### config.mk
export PLATFORM = sky130hd
export DESIGN_NAME = if_burst_monitor
export DESIGN_NICKNAME = d
export VERILOG_FILES = /design/src/rtl/if_burst_monitor.sv
export SDC_FILE = /design/constraint.sdc
export NUM_CORES = 1
export LEC_CHECK = 0
export ABC_AREA = 1
export BUFFER_PORTS_ARGS = -buffer_cell sky130_fd_sc_hd__clkbuf_2
export CORE_MARGIN = 1.5
export CORE_UTILIZATION = 40
export CTS_BUF_LIST = sky130_fd_sc_hd__clkbuf_2 sky130_fd_sc_hd__clkbuf_4 sky130_fd_sc_hd__clkbuf_8
export DETAILED_ROUTE_END_ITERATION = 10
export PLACE_DENSITY_LB_ADDON = 0.05
export SLEW_MARGIN = 0
export SYNTH_ARGS = -nofsm -noshare
export SYNTH_HDL_FRONTEND = slang
export SYNTH_SLANG_ARGS = --single-unit
### constraint.sdc
create_clock -name clk -period 4.2 [get_ports clk]
set_input_delay 0 -clock clk [delete_from_list [all_inputs] [get_ports clk]]
set_output_delay 0 -clock clk [all_outputs]
set_load 0.05 [all_outputs]
### src/rtl/if_burst_monitor.sv
// rtl/if_burst_monitor.sv - groups CUT/golden output mismatches into bursts and queues burst records
module if_burst_monitor #(
    parameter int W       = 4,
    parameter int GAP_MAX = 4,
    parameter int DEPTH   = 8
) (
    input  logic            clk,
    input  logic            rst,
    input  logic            en,
    input  logic [W-1:0]    cut_out,
    input  logic [W-1:0]    gold_out,
    input  logic            flush,
    input  logic            rec_ready,
    output logic            rec_valid,
    output logic [24+W-1:0] rec_data,
    output logic            in_burst,
    output logic [15:0]     err_count,
    output logic            overflow
);
    localparam int AW = $clog2(DEPTH);
    localparam int RW = 24 + W;
    localparam logic [AW:0] FULL_CNT = (AW+1)'(DEPTH);
    localparam logic [8:0]  GAP_LAST = 9'(GAP_MAX);

    typedef enum logic [1:0] {IDLE, BURST, GAP} state_t;

    state_t        state;
    logic [15:0]   ts;
    logic [15:0]   start_ts;
    logic [7:0]    dur;
    logic [W-1:0]  mask;
    logic [7:0]    gap_cnt;

    logic [W-1:0]  diff;
    logic          mismatch;
    logic          clean;
    logic          gap_done;
    logic [9:0]    dur_gap;
    logic [7:0]    dur_gap_sat;
    logic [7:0]    dur_inc;
    logic          push;
    logic          pop;
    logic          full;
    logic          accept;
    logic [RW-1:0] rec_word;

    logic [RW-1:0] mem [DEPTH];
    logic [AW-1:0] wr_ptr;
    logic [AW-1:0] rd_ptr;
    logic [AW:0]   count;
    logic [AW:0]   count_nxt;

    assign diff     = cut_out ^ gold_out;
    assign mismatch = en && (|diff);
    assign clean    = en && !(|diff);

    // gap_cnt counts clean samples already seen; this sample would be number gap_cnt+1
    assign gap_done = (GAP_MAX == 1) ? (state == BURST) :
                      ((state == GAP) && ((9'(gap_cnt) + 9'd1) == GAP_LAST));

    // a gap closed by a mismatch folds the gap samples plus this one into the duration
    assign dur_gap     = 10'(dur) + 10'(gap_cnt) + 10'd1;
    assign dur_gap_sat = (|dur_gap[9:8]) ? 8'hFF : dur_gap[7:0];
    assign dur_inc     = (dur == 8'hFF) ? 8'hFF : dur + 8'd1;

    assign push     = (flush && (state != IDLE)) || (clean && gap_done);
    assign rec_word = {start_ts, dur, mask};

    assign pop    = rec_valid && rec_ready;
    assign full   = (count == FULL_CNT);
    assign accept = push && (!full || pop);

    always_comb begin
        count_nxt = count;
        case ({accept, pop})
            2'b10:   count_nxt = count + 1'b1;
            2'b01:   count_nxt = count - 1'b1;
            default: count_nxt = count;
        endcase
    end

    assign rec_data = rec_valid ? mem[rd_ptr] : '0;

    always_ff @(posedge clk) begin
        if (rst) begin
            state    <= IDLE;
            in_burst <= 1'b0;
            start_ts <= '0;
            dur      <= '0;
            mask     <= '0;
            gap_cnt  <= '0;
        end else if (flush && (state != IDLE)) begin
            state    <= IDLE;
            in_burst <= 1'b0;
        end else if (en) begin
            case (state)
                IDLE: begin
                    if (mismatch) begin
                        state    <= BURST;
                        in_burst <= 1'b1;
                        start_ts <= ts;
                        dur      <= 8'd1;
                        mask     <= diff;
                    end
                end
                BURST: begin
                    if (mismatch) begin
                        dur  <= dur_inc;
                        mask <= mask | diff;
                    end else if (gap_done) begin
                        state    <= IDLE;
                        in_burst <= 1'b0;
                    end else begin
                        state   <= GAP;
                        gap_cnt <= 8'd1;
                    end
                end
                GAP: begin
                    if (mismatch) begin
                        state <= BURST;
                        dur   <= dur_gap_sat;
                        mask  <= mask | diff;
                    end else if (gap_done) begin
                        state    <= IDLE;
                        in_burst <= 1'b0;
                    end else begin
                        gap_cnt <= gap_cnt + 8'd1;
                    end
                end
                default: begin
                    state    <= IDLE;
                    in_burst <= 1'b0;
                end
            endcase
        end
    end

    always_ff @(posedge clk) begin
        if (rst) begin
            ts        <= '0;
            err_count <= '0;
        end else begin
            if (en) begin
                ts <= ts + 16'd1;
            end
            if (mismatch && (err_count != 16'hFFFF)) begin
                err_count <= err_count + 16'd1;
            end
        end
    end

    always_ff @(posedge clk) begin
        if (rst) begin
            wr_ptr    <= '0;
            rd_ptr    <= '0;
            count     <= '0;
            rec_valid <= 1'b0;
            overflow  <= 1'b0;
        end else begin
            if (accept) begin
                wr_ptr <= wr_ptr + 1'b1;
            end
            if (pop) begin
                rd_ptr <= rd_ptr + 1'b1;
            end
            if (push && !accept) begin
                overflow <= 1'b1;
            end
            count     <= count_nxt;
            rec_valid <= (count_nxt != '0);
        end
    end

    always_ff @(posedge clk) begin
        if (accept) begin
            mem[wr_ptr] <= rec_word;
        end
    end
endmodule

# Yosys cells after proc, flatten, opt, wreduce, memory -nomap -nowiden
# Memories as Yosys holds them, arrays and structs flattened. A register that Yosys moved wholly into a read port is not among the register bits.
# Index checks and enable logic that the tools add are counted.
# totals
regBits	83
mem_bits_rw	224
inputBits	13
output_inout_bits	47
wordCells	107
n_memories	1
# op_classes
n_addsub	11
n_eq_ne	19
muxes	30
bitwise	3
n_reduce_logical	30
# mem_list
memory	depth	word_bits	rd	rd_ports_with_merged_regs	write_ports	line_no	rtl
mem	8	28	1	1	1	47	logic [RW-1:0] mem [DEPTH];
# ops
cell	count
$mux W8	9
$add A16 B1 Y16 const B	2
$mux W28	1
$pmux W8 S3	1
$add A8 B1 Y8 const B	2
$ne A16 B16 Y1 const B	1
$ne A2 B2 Y1 const B	8
$pmux W4 S2	2
$pmux W8 S2	1
$reduce_and A4 Y1	3
$add A9 B1 Y10 const B	1
$mux W2	5
$add A8 B1 Y9 const B	1
$add A8 B8 Y9	1
$eq A9 B3 Y1 const B	1
$logic_and A1 B1 Y1	9
$eq A8 B8 Y1 const B	1
$mux W4	2
$reduce_and A7 Y1	1
$add A3 B1 Y3 const B	2
$mux W3	2
$pmux W2 S3	1
$reduce_and A6 Y1	1
$reduce_bool A2 Y1	3
other kinds (20)	32

# Logic depth before layout (Yosys ltp)
# Gate-level depths: netlist of run 1.
# depth
word_depth	10
mapped_depth	20
ltp_nobuf	20

# Least setup slack after synthesis of run 1
# Ideal clock, no wire load.
# synth_path
path_type	register to register
startpoint	register gap_cnt[1]
endpoint	memory mem[0][0] (netlist bit) (enable)
setup_ns	0.413
arrival_time_ns	2.789
required_time_ns	3.787
path_slack_ns	0.999
path_stages_with_launch	14
n_path_buf	0
period_less_slack_ns	3.201
cell_sequence	dfxtp_1 -> ha_1 -> nand3_1 -> nor2_1 -> nand2_1 -> nand2_1 -> nand2_1 -> nor2_2 -> nand4_2 -> nand2_2 -> nand2_1 -> inv_1 -> nand2_1 -> nor2_1
# synth_between
elab_chain_cells	8
# synth_rtl
element	line_no	rtl
start: declaration	32	logic [7:0] gap_cnt;
start signal: assignment	127	gap_cnt <= gap_cnt + 8'd1;
$add A8 B1 Y9	59	((state == GAP) && ((9'(gap_cnt) + 9'd1) == GAP_LAST));
$eq A9 B3 Y1	59	
$logic_and A1 B1 Y1	59	
$logic_and A1 B1 Y1	66	assign push = (flush && (state != IDLE)) || (clean && gap_done);
$logic_or A1 B1 Y1	66	
$logic_and A1 B1 Y1	71	assign accept = push && (!full || pop);
$mux W1	175	if (accept) begin
$mux W1 (implied by the code)	176	mem[wr_ptr] <= rec_word;
end: declaration	47	
# Every way passes these cells.

==> impl_metrics.toml, run 1 <==
[worst_setup_path]
worstSetupEndpointType = "primary output"
start_kind = "register"
crit_path_max_fanout = 81
cp-endpoint = "rec_data[19]"
arrival_ps = 3150
reg2regPathDepth = 14
ff2ff_setup_slack_ps = 1060
critPathKind = "register to primary output"
required_ps = 4200
r2r-start = "gap_cnt[1]$_SDFFE_PP0P_"
r2r_end = "mem[6][2]$_DFFE_PP_"

[synthesis]
avgSynthCellArea_um2 = 10.1
synth_area_leaders = "edfxtp_1 51%, dfxtp_1 13%, o21ai_0 7.4%"
async_flop_share_pct = 0
ys_ff_latch = 310
synth.distinct_cells = 44
synth_top_area_cell = "edfxtp_1"
synth_area_um2 = 13200
ys_seq_area_share_pct = 63.9
yosys_most_used_dff = "edfxtp_1"
syn_nets = 1341
yosysTopAreaCellShare_pct = 50.8
synth_warnings = 0
synthCells = 1306
synth-edff-count = 224

[timing]
tightestPinTransition_ps = 1060
slew_viol_final = 0
maxSlewHeadroom_pct = 29.4
finalSetupViolCount = 0
fin_crit_sh_pct = 74.9
fin_setup_tns_ps = 0
finalCriticalPeriod_ps = 3150
hold_viol = 0
rsz0062_at_grt = "no"
fmax_ghz = 0.318
fin_skew_ps = 25.1

[floorplan]
io_pins = 60
rows = 66
core_region_area_um2 = 32500
start_util_pct = 40.7
die_y_um = 185
die_x_um = 185
dieArea_um2 = 34200

[detailed_routing]
vias = 9560
drcViolationCount = 0
vias_per_cell = 5.09
drt_iter0_markers = 594
dr.pass1.iters = 4
wl_um = 32300
ant_nets = 0
wl_per_cell_um = 17.2

[min_path]
hold_path_class = "input port to register"

[final_layout]
area_growth_pct = 15.4
final_cell_mix = "246 x nor2_1, 224 x edfxtp_1, 195 x o21ai_0"
fin_nets = 1427
drive_gt1_share_pct = 13.6
final_common_cell = "nor2_1"
diodes = 0

[clock_network]
numCtsBuffers = 54
clock-root-buffer = "clkbuf_8"
clockBufferDepth = 3
clkTransAtPathRegs_ps = 50
clock_sinks = 310
h-tree-depth = 2
cts_setup_buffers = 0
clk_latency_ps = 580
cts_resized = 0
cts_tree = "done"

[grt]
grt-ovfl-total = 0
grt_antenna_before_repair = 0
grt_pass1_vias = 9526
grt_pass1_wl_um = 51300
grt_max_degree = 83
grt_usage_pct = 19.3

[placed_design]
place_congestion = 0.807
place.detailed.hpwl_um = 19300
port_buffers = 59

[flow_run]
max-cap-violations = 0

[run_status]
status = "finished, final reports clean"

[pwr]
ir_worst_vdd_v = 0.000202
power.density_nw_per_um2 = 534
power.total_mw = 8.14
p_leak_nw = 5.57
## cells in the mapped netlist (all sizes together) (2+ instances only)
cell	instances
a211oi	3
a21oi	75
a31oi	30
buf	7
clkbuf	51
clkinv	2
dfxtp	86
edfxtp	224
fa	2
ha	20
inv	90
nand2	143
nand3	35
nand4	9
nor2	262
nor3	12
nor4	5
o21ai	198
o22ai	28
o31ai	2
xnor2	5
xor2	8
## registers in the layout, summed over array words and instances, names as in the netlist, 3 cells and up, named ones only
register,count
count,4
dur,8
err_count,16
gap_cnt,8
mask,4
mem,224
rd_ptr,3
start_ts,16
ts,16
wr_ptr,3
## critical path, cell delays in order (launching register included)
cell and delay [ps]:
dfxtp_4 570, buf_4 720, o21ai_0 200, o22ai_1 190
o21ai_0 100, a31oi_1 370, clkbuf_2 350
## how the worst min path moves through the flow
| stage | start | slack [ps] | depth (start not counted) | to |
|---|---|---|---|---|
| finish | gold_out[1] | 150 | 7 | gap_cnt[5]$_SDFFE_PP0P_ |
| global route | rst | 190 | 2 | count[1]$_SDFF_PP0_ |
| global placement | cut_out[1] | 370 | 4 | mask[1]$_SDFFE_PP0P_ |
| detailed placement | cut_out[1] | 370 | 4 | mask[1]$_SDFFE_PP0P_ |
| floorplan | en | 150 | 2 | ts[2]$_SDFFE_PP0P_ |
| CTS | rst | 130 | 2 | ts[14]$_SDFFE_PP0P_ |
## cells by family after synthesis
group / count (synthesis) / synth area share [%]
fa+ha+maj: 22 / 2.19
xor+xnor: 13 / 0.861
flops: 310 / 63.9
simple gates: 469 / 15.0
buf+inv: 150 / 4.34
compound gates: 342 / 13.8
## through the flow
stage               hold WS, ps  util (%)  std cells  instance area, µm²  setup WS, ps
floorplan                   152         -       1306               13200           999
detailed placement          371      43.2       1764               14100          1030
global placement            368      43.2       1764               14100          1090
CTS                         126      46.9       1880               15300           990
global route                194      46.9       1880               15300           751
finish                      150      46.9       1880               15300          1050
## final cells by class
class	count	area, µm²
clock buffer	76	927
inverter	92	345
fill	3171	17300
timing repair buffer	88	573
multi-input combinational	846	4270
sequential	310	8450
tap	442	553
clock inverter	26	139
## power breakdown
| group | leakage [nW] | internal, mW | total [mW] | switching, mW |
|---|---|---|---|---|
| Clock | 0.561 | 1.48 | 2.68 | 1.20 |
| Sequential | 2.85 | 3.42 | 3.57 | 0.150 |
| Combinational | 2.16 | 0.480 | 1.89 | 1.41 |
| Total | 5.57 | 5.39 | 8.14 | 2.76 |
## what timing repair did
action                     CTS  global route
setup endpoints to repair    0             0
hold endpoints to repair    18             0
hold buffers                14             0
## per-layer routing
metal / GRT usage [%] / up-vias / part of all wire, %
met5: 0 / - / 0
met4: 5.07 / 0 / 1.6
met2: 32.3 / 184 / 47
li1: - / 4753 / -
met1: 26.1 / 4579 / 48
met3: 2.93 / 44 / 3.7
(Power assumes the default switching activity.)
==> run 2, diff against run 1 <==
clock period = 3.2 ns   (was 4.2 ns; I/O delays follow)
==> impl_metrics.toml, run 2 (synthesis results as in run 1) <==
[worst_setup_path]
worstSetupEndpointType = "register"
cpPeakStageDelay_ps = 560
cp_common_cell = "nand2_1"
crit_path_max_fanout = 6
arrival_ps = 3450
start_kind = "register"
path_cells = "ha_1 > nand3_1 > nor2_1 > nand2_1 > nand2_1 > nand2_1 > nor2_2 > nand4_2 > nand3_2 > inv_1 > ha_1 > xnor2_1 > nand2_1 > nand2_1 > inv_1 > nor2_1 > dlygate4sd3_1"
required_ps = 3680
critPathSlowestCell = "dlygate4sd3_1"
critPathKind = "register to register"

[floorplan]
rows = 66
die_y_um = 185
die_x_um = 185
core_region_area_um2 = 32500
dieArea_um2 = 34200
start_util_pct = 40.7
io_pins = 60

[detailed_routing]
drcViolationCount = 0
ant_nets = 0
dr.pass1.iters = 4
wl_um = 32500
vias = 9510
wl_per_cell_um = 17.1
vias_per_cell = 5.00
drt_iter0_markers = 584

[placed_design]
place.detailed.hpwl_um = 20100
port_buffers = 59
place_congestion = 0.850

[final_layout]
fin_nets = 1451
area_growth_pct = 17.8
fillers = 3111
final_common_cell = "nor2_1"
final_cell_mix = "246 x nor2_1, 224 x edfxtp_1, 195 x o21ai_0"
regMostFlops = "mem"
diodes = 0
drive_gt1_share_pct = 15.1
finish.utilization_pct = 47.9
register_area_um2 = 8450
largest_reg_flops = 224
multi_input_area_um2 = 4270

[clock_network]
clkTransAtPathRegs_ps = 60
cts_setup_buffers = 0
clk_latency_ps = 590
cts_tree = "done"
clock-root-buffer = "clkbuf_8"
clock_sinks = 310
clockBufferDepth = 3
numCtsBuffers = 53
h-tree-depth = 2

[timing]
slew_viol_final = 0
tightestPinTransition_ps = 684
hold_viol = 0
finalSetupViolCount = 0
fin_skew_ps = 21.8
fin_setup_tns_ps = 0
finalCriticalPeriod_ps = 2970
fmax_ghz = 0.336
fin_crit_sh_pct = 92.9
rsz0062_at_grt = "no"
maxSlewHeadroom_pct = 54.4

[pwr]
p_clk_share_pct = 34.1
netSwitchingFraction_pct = 33.8
switchingPower_mw = 3.71
combPwrFrac_pct = 23.3
ir_worst_vdd_v = 0.000299
p_int_mw = 7.26
p_seq_share_pct = 42.6
p_leak_nw = 5.75
power.density_nw_per_um2 = 704

[grt]
grt-ovfl-total = 0
grt_max_degree = 57
grt_usage_pct = 19.6
grt_pass1_vias = 9354
grt_pass1_wl_um = 52200
grt_antenna_before_repair = 0

[flow_run]
max-cap-violations = 0

[min_path]
hold_path_class = "input port to register"

[run_status]
status = "finished, final reports clean"
==> run 2: cell types whose count changed in the layout (fill, tap and decap cells not counted), moves of 3 or more <==
cell           change
buf_12             +5
buf_4             +11
bufinv_16          +3
clkbuf_4           -9
clkinv_1           -9
clkinv_2          +12
dlygate4sd3_1      +9
==> run 2: final timing paths <==
path                                              start                       to  slack, ps  depth (start not counted)
worst max-delay path            gap_cnt[1]$_SDFFE_PP0P_      count[2]$_SDFF_PP0_        230                         17
worst min-delay path                         cut_out[3]  gap_cnt[5]$_SDFFE_PP0P_        210                          8
worst max register to register  gap_cnt[1]$_SDFFE_PP0P_      count[2]$_SDFF_PP0_        230                         17
worst min register to register   rd_ptr[2]$_SDFFE_PP0P_   rd_ptr[2]$_SDFFE_PP0P_        470                          2
==> run 2: timing repair <==
action	in CTS	in global routing
endpoints found under the setup margin	0	2
hold buffers	23	0
gates resized for setup	0	1
endpoints found under the hold margin	40	0
==> run 2: worst max-delay path, delay by kind of cell (launching register included) <==
family,cells,cell delay (ps)
AND/OR/NAND/NOR,11,940
adder cells (fa/ha/maj),2,600
buffers and inverters,3,710
XOR/XNOR,1,140
flip-flops,1,460
==> run 2: power groups by stage <==
stage / clock network, mW / registers (mW) / logic, mW
after floorplan: 0 / 4.70 / 1.81
after global placement: 0 / 4.76 / 2.54
after detailed placement: 0 / 4.77 / 2.53
after CTS: 3.85 / 4.68 / 2.57
after global routing: 4.04 / 4.71 / 2.82
final: 3.74 / 4.68 / 2.55
==> run 2: cell type report <==
class | instances | share of cell area (%)
clock buffer | 67 | 5.51
inverter | 92 | 2.22
sequential | 310 | 54.2
tap | 442 | 3.55
multi-input combinational | 846 | 27.4
clock inverter | 33 | 1.66
timing repair buffer | 113 | 5.43
==> run 2: routing by layer <==
layer / global-route usage (%) / part of all wire (%) / up-vias / wire length [µm]
met5: 0 / 0 / - / 0
met4: 5.30 / 1.6 / 0 / 536
met3: 3.30 / 4.1 / 36 / 1340
met2: 30.4 / 45 / 174 / 14500
met1: 28.4 / 50 / 4504 / 16200
li1: - / - / 4796 / -
==> run 2: stage by stage <==
stage / total power [mW] / area [µm²] / hold slack, ps / instances / setup WS [ps]
after CTS: 11.1 / 15600 / 168 / 1903 / 152
after detailed placement: 7.30 / 14200 / 406 / 1780 / 379
after global routing: 11.6 / 15600 / 270 / 1903 / 15.2
after floorplan: 6.51 / 13200 / 152 / 1306 / -1.42
after global placement: 7.31 / 14200 / 397 / 1780 / 460
final: 11.0 / 15600 / 205 / 1903 / 227
==> run 3, diff against run 2 <==
CORE_UTILIZATION = 45   (was 40)
CTS_BUF_LIST = default   (was sky130_fd_sc_hd__clkbuf_2 sky130_fd_sc_hd__clkbuf_4 sky130_fd_sc_hd__clkbuf_8)
clock period = 3 ns   (was 3.2 ns; I/O delays follow)
==> impl_metrics.toml, run 3 (synthesis results as in run 1) <==
[final_layout]
multi_input_area_um2 = 4280
diodes = 0
final_cell_mix = "246 x nor2_1, 224 x edfxtp_1, 195 x o21ai_0"
fin_nets = 1427
drive_gt1_share_pct = 12.9
regMostFlops = "mem"
largest_reg_flops = 224
area_growth_pct = 16.4
final_common_cell = "nor2_1"
fillers = 2586
register_area_um2 = 8450
finish.utilization_pct = 53.5

[pwr]
p_leak_nw = 5.63
p_seq_share_pct = 43.3
power.total_mw = 11.5
power.density_nw_per_um2 = 747
p_int_mw = 7.74
ir_worst_vdd_v = 0.000459
combPwrFrac_pct = 23.3
netSwitchingFraction_pct = 32.7
p_clk_share_pct = 33.4
switchingPower_mw = 3.77

[detailed_routing]
vias_per_cell = 5.26
drcViolationCount = 0
dr.pass1.iters = 4
vias = 9465
drt_iter0_markers = 794
ant_nets = 0
wl_per_cell_um = 17.0
wl_um = 30600

[grt]
grt_usage_pct = 20.2
grt_pass1_wl_um = 48800
grt-ovfl-total = 0
grt_antenna_before_repair = 0
grt_max_degree = 63
grt_pass1_vias = 9215

[min_path]
hold_path_class = "input port to register"
hp-start = "rec_ready"
min_path_cells = 4
min_to = "rd_ptr[0]$_SDFFE_PP0P_"

[worst_setup_path]
arrival_ps = 3090
required_ps = 3380
worstSetupEndpointType = "register"
ff2ff_setup_slack_ps = 340
reg2regPathDepth = 19
critPathKind = "input port to register"
r2r-start = "gap_cnt[1]$_SDFFE_PP0P_"
critPathSlowestCell = "dlygate4sd3_1"
cpPeakStageDelay_ps = 550
start_kind = "input port"
path_cells = "dlygate4sd3_1 > clkbuf_2 > nand2_1 > dlygate4sd3_1 > inv_1 > nor2_1 > nor2_1 > nand2_2 > nor2_1 > nand4_2 > nand3_4 > inv_1 > ha_1 > nand2_1 > nand2_1 > a31oi_1 > inv_1 > nand4_1 > nand3_1 > nand3_1 > nand3_1"
r2r_end = "rec_valid$_SDFF_PP0_"
crit_path_max_fanout = 5

[clock_network]
clockBufferDepth = 3
cts_tree = "done"
cts_setup_buffers = 0
numCtsBuffers = 34
h-tree-depth = 2
clock-root-buffer = "clkbuf_16"
clk_latency_ps = 500
clkTransAtPathRegs_ps = 60
clock_sinks = 310

[placed_design]
place_congestion = 0.864
port_buffers = 59
place.detailed.hpwl_um = 19300

[timing]
finalSetupViolCount = 0
fmax_ghz = 0.369
hold_viol = 0
slew_viol_final = 0
finalCriticalPeriod_ps = 2710
maxSlewHeadroom_pct = 48.2
rsz0062_at_grt = "no"
fin_crit_sh_pct = 90.3
tightestPinTransition_ps = 777
fin_skew_ps = 11.4

[floorplan]
dieArea_um2 = 30400
start_util_pct = 46.0
io_pins = 60
die_x_um = 174
rows = 62
core_region_area_um2 = 28800
die_y_um = 174

[run_status]
status = "finished, final reports clean"

[flow_run]
max-cap-violations = 0
-- run 3: cell type report --
type                            count  share of cell area (%)
Clock buffer                       43                    5.88
Clock inverter                     16                   0.707
Inverter                           92                    2.24
Multi-Input combinational cell    846                    27.8
Sequential cell                   310                    54.9
Tap cell                          384                    3.12
Timing Repair Buffer              108                    5.33
-- run 3: what timing repair did --
item	4_1_cts	5_1_grt
setup endpoints to repair	0	122
gates resized for setup	0	4
endpoints found under the hold margin	8	0
hold buffers	13	0
-- run 3: layer usage --
layer / track usage (%) / part of all wire (%)
met1: 28.3 / 47
met4: 5.57 / 1.6
met3: 2.47 / 4.1
met2: 33.3 / 47
met5: 0 / 0
-- run 3: how the worst max path moves through the flow --
stage / from / depth (start not counted) / endpoint / slack (ps)
2_1_floorplan: gap_cnt[1]$_SDFFE_PP0P_ / 13 / mem[0][0]$_DFFE_PP_ / -200
3_3_place_gp: gap_cnt[1]$_SDFFE_PP0P_ / 19 / rec_valid$_SDFF_PP0_ / 300
3_5_place_dp: gap_cnt[1]$_SDFFE_PP0P_ / 19 / rec_valid$_SDFF_PP0_ / 240
4_1_cts: gap_cnt[1]$_SDFFE_PP0P_ / 14 / mem[0][26]$_DFFE_PP_ / 230
5_1_grt: gap_cnt[1]$_SDFFE_PP0P_ / 19 / rec_valid$_SDFF_PP0_ / 8
6_report: gold_out[0] / 21 / rec_valid$_SDFF_PP0_ / 290
-- run 3: worst max-delay path, delay by kind of cell --
| family | cells | cell delay, ps |
|---|---|---|
| fa+ha+maj | 1 | 320 |
| buf+inv | 6 | 1380 |
| compound gates | 1 | 170 |
| simple gates | 13 | 1210 |
-- run 3: metrics by stage --
stage	TNS [ps]	hold slack [ps]	cells	area, µm²	worst slack (ps)
6_report	0	33.5	1799	15400	292
3_5_place_dp	0	380	1727	14200	242
5_1_grt	0	57.2	1799	15400	8.30
4_1_cts	0	18.3	1799	15400	229
2_1_floorplan	-22560	152	1306	13200	-201
3_3_place_gp	0	385	1727	14200	296
-- run 3: power groups by stage --
stage	clock network [mW]	logic (mW)	registers (mW)
2_1_floorplan	0	1.93	5.01
3_5_place_dp	0	2.69	5.07
3_3_place_gp	0	2.67	5.07
4_1_cts	3.92	2.71	4.98
5_1_grt	4.10	2.96	5.01
6_report	3.84	2.68	4.98
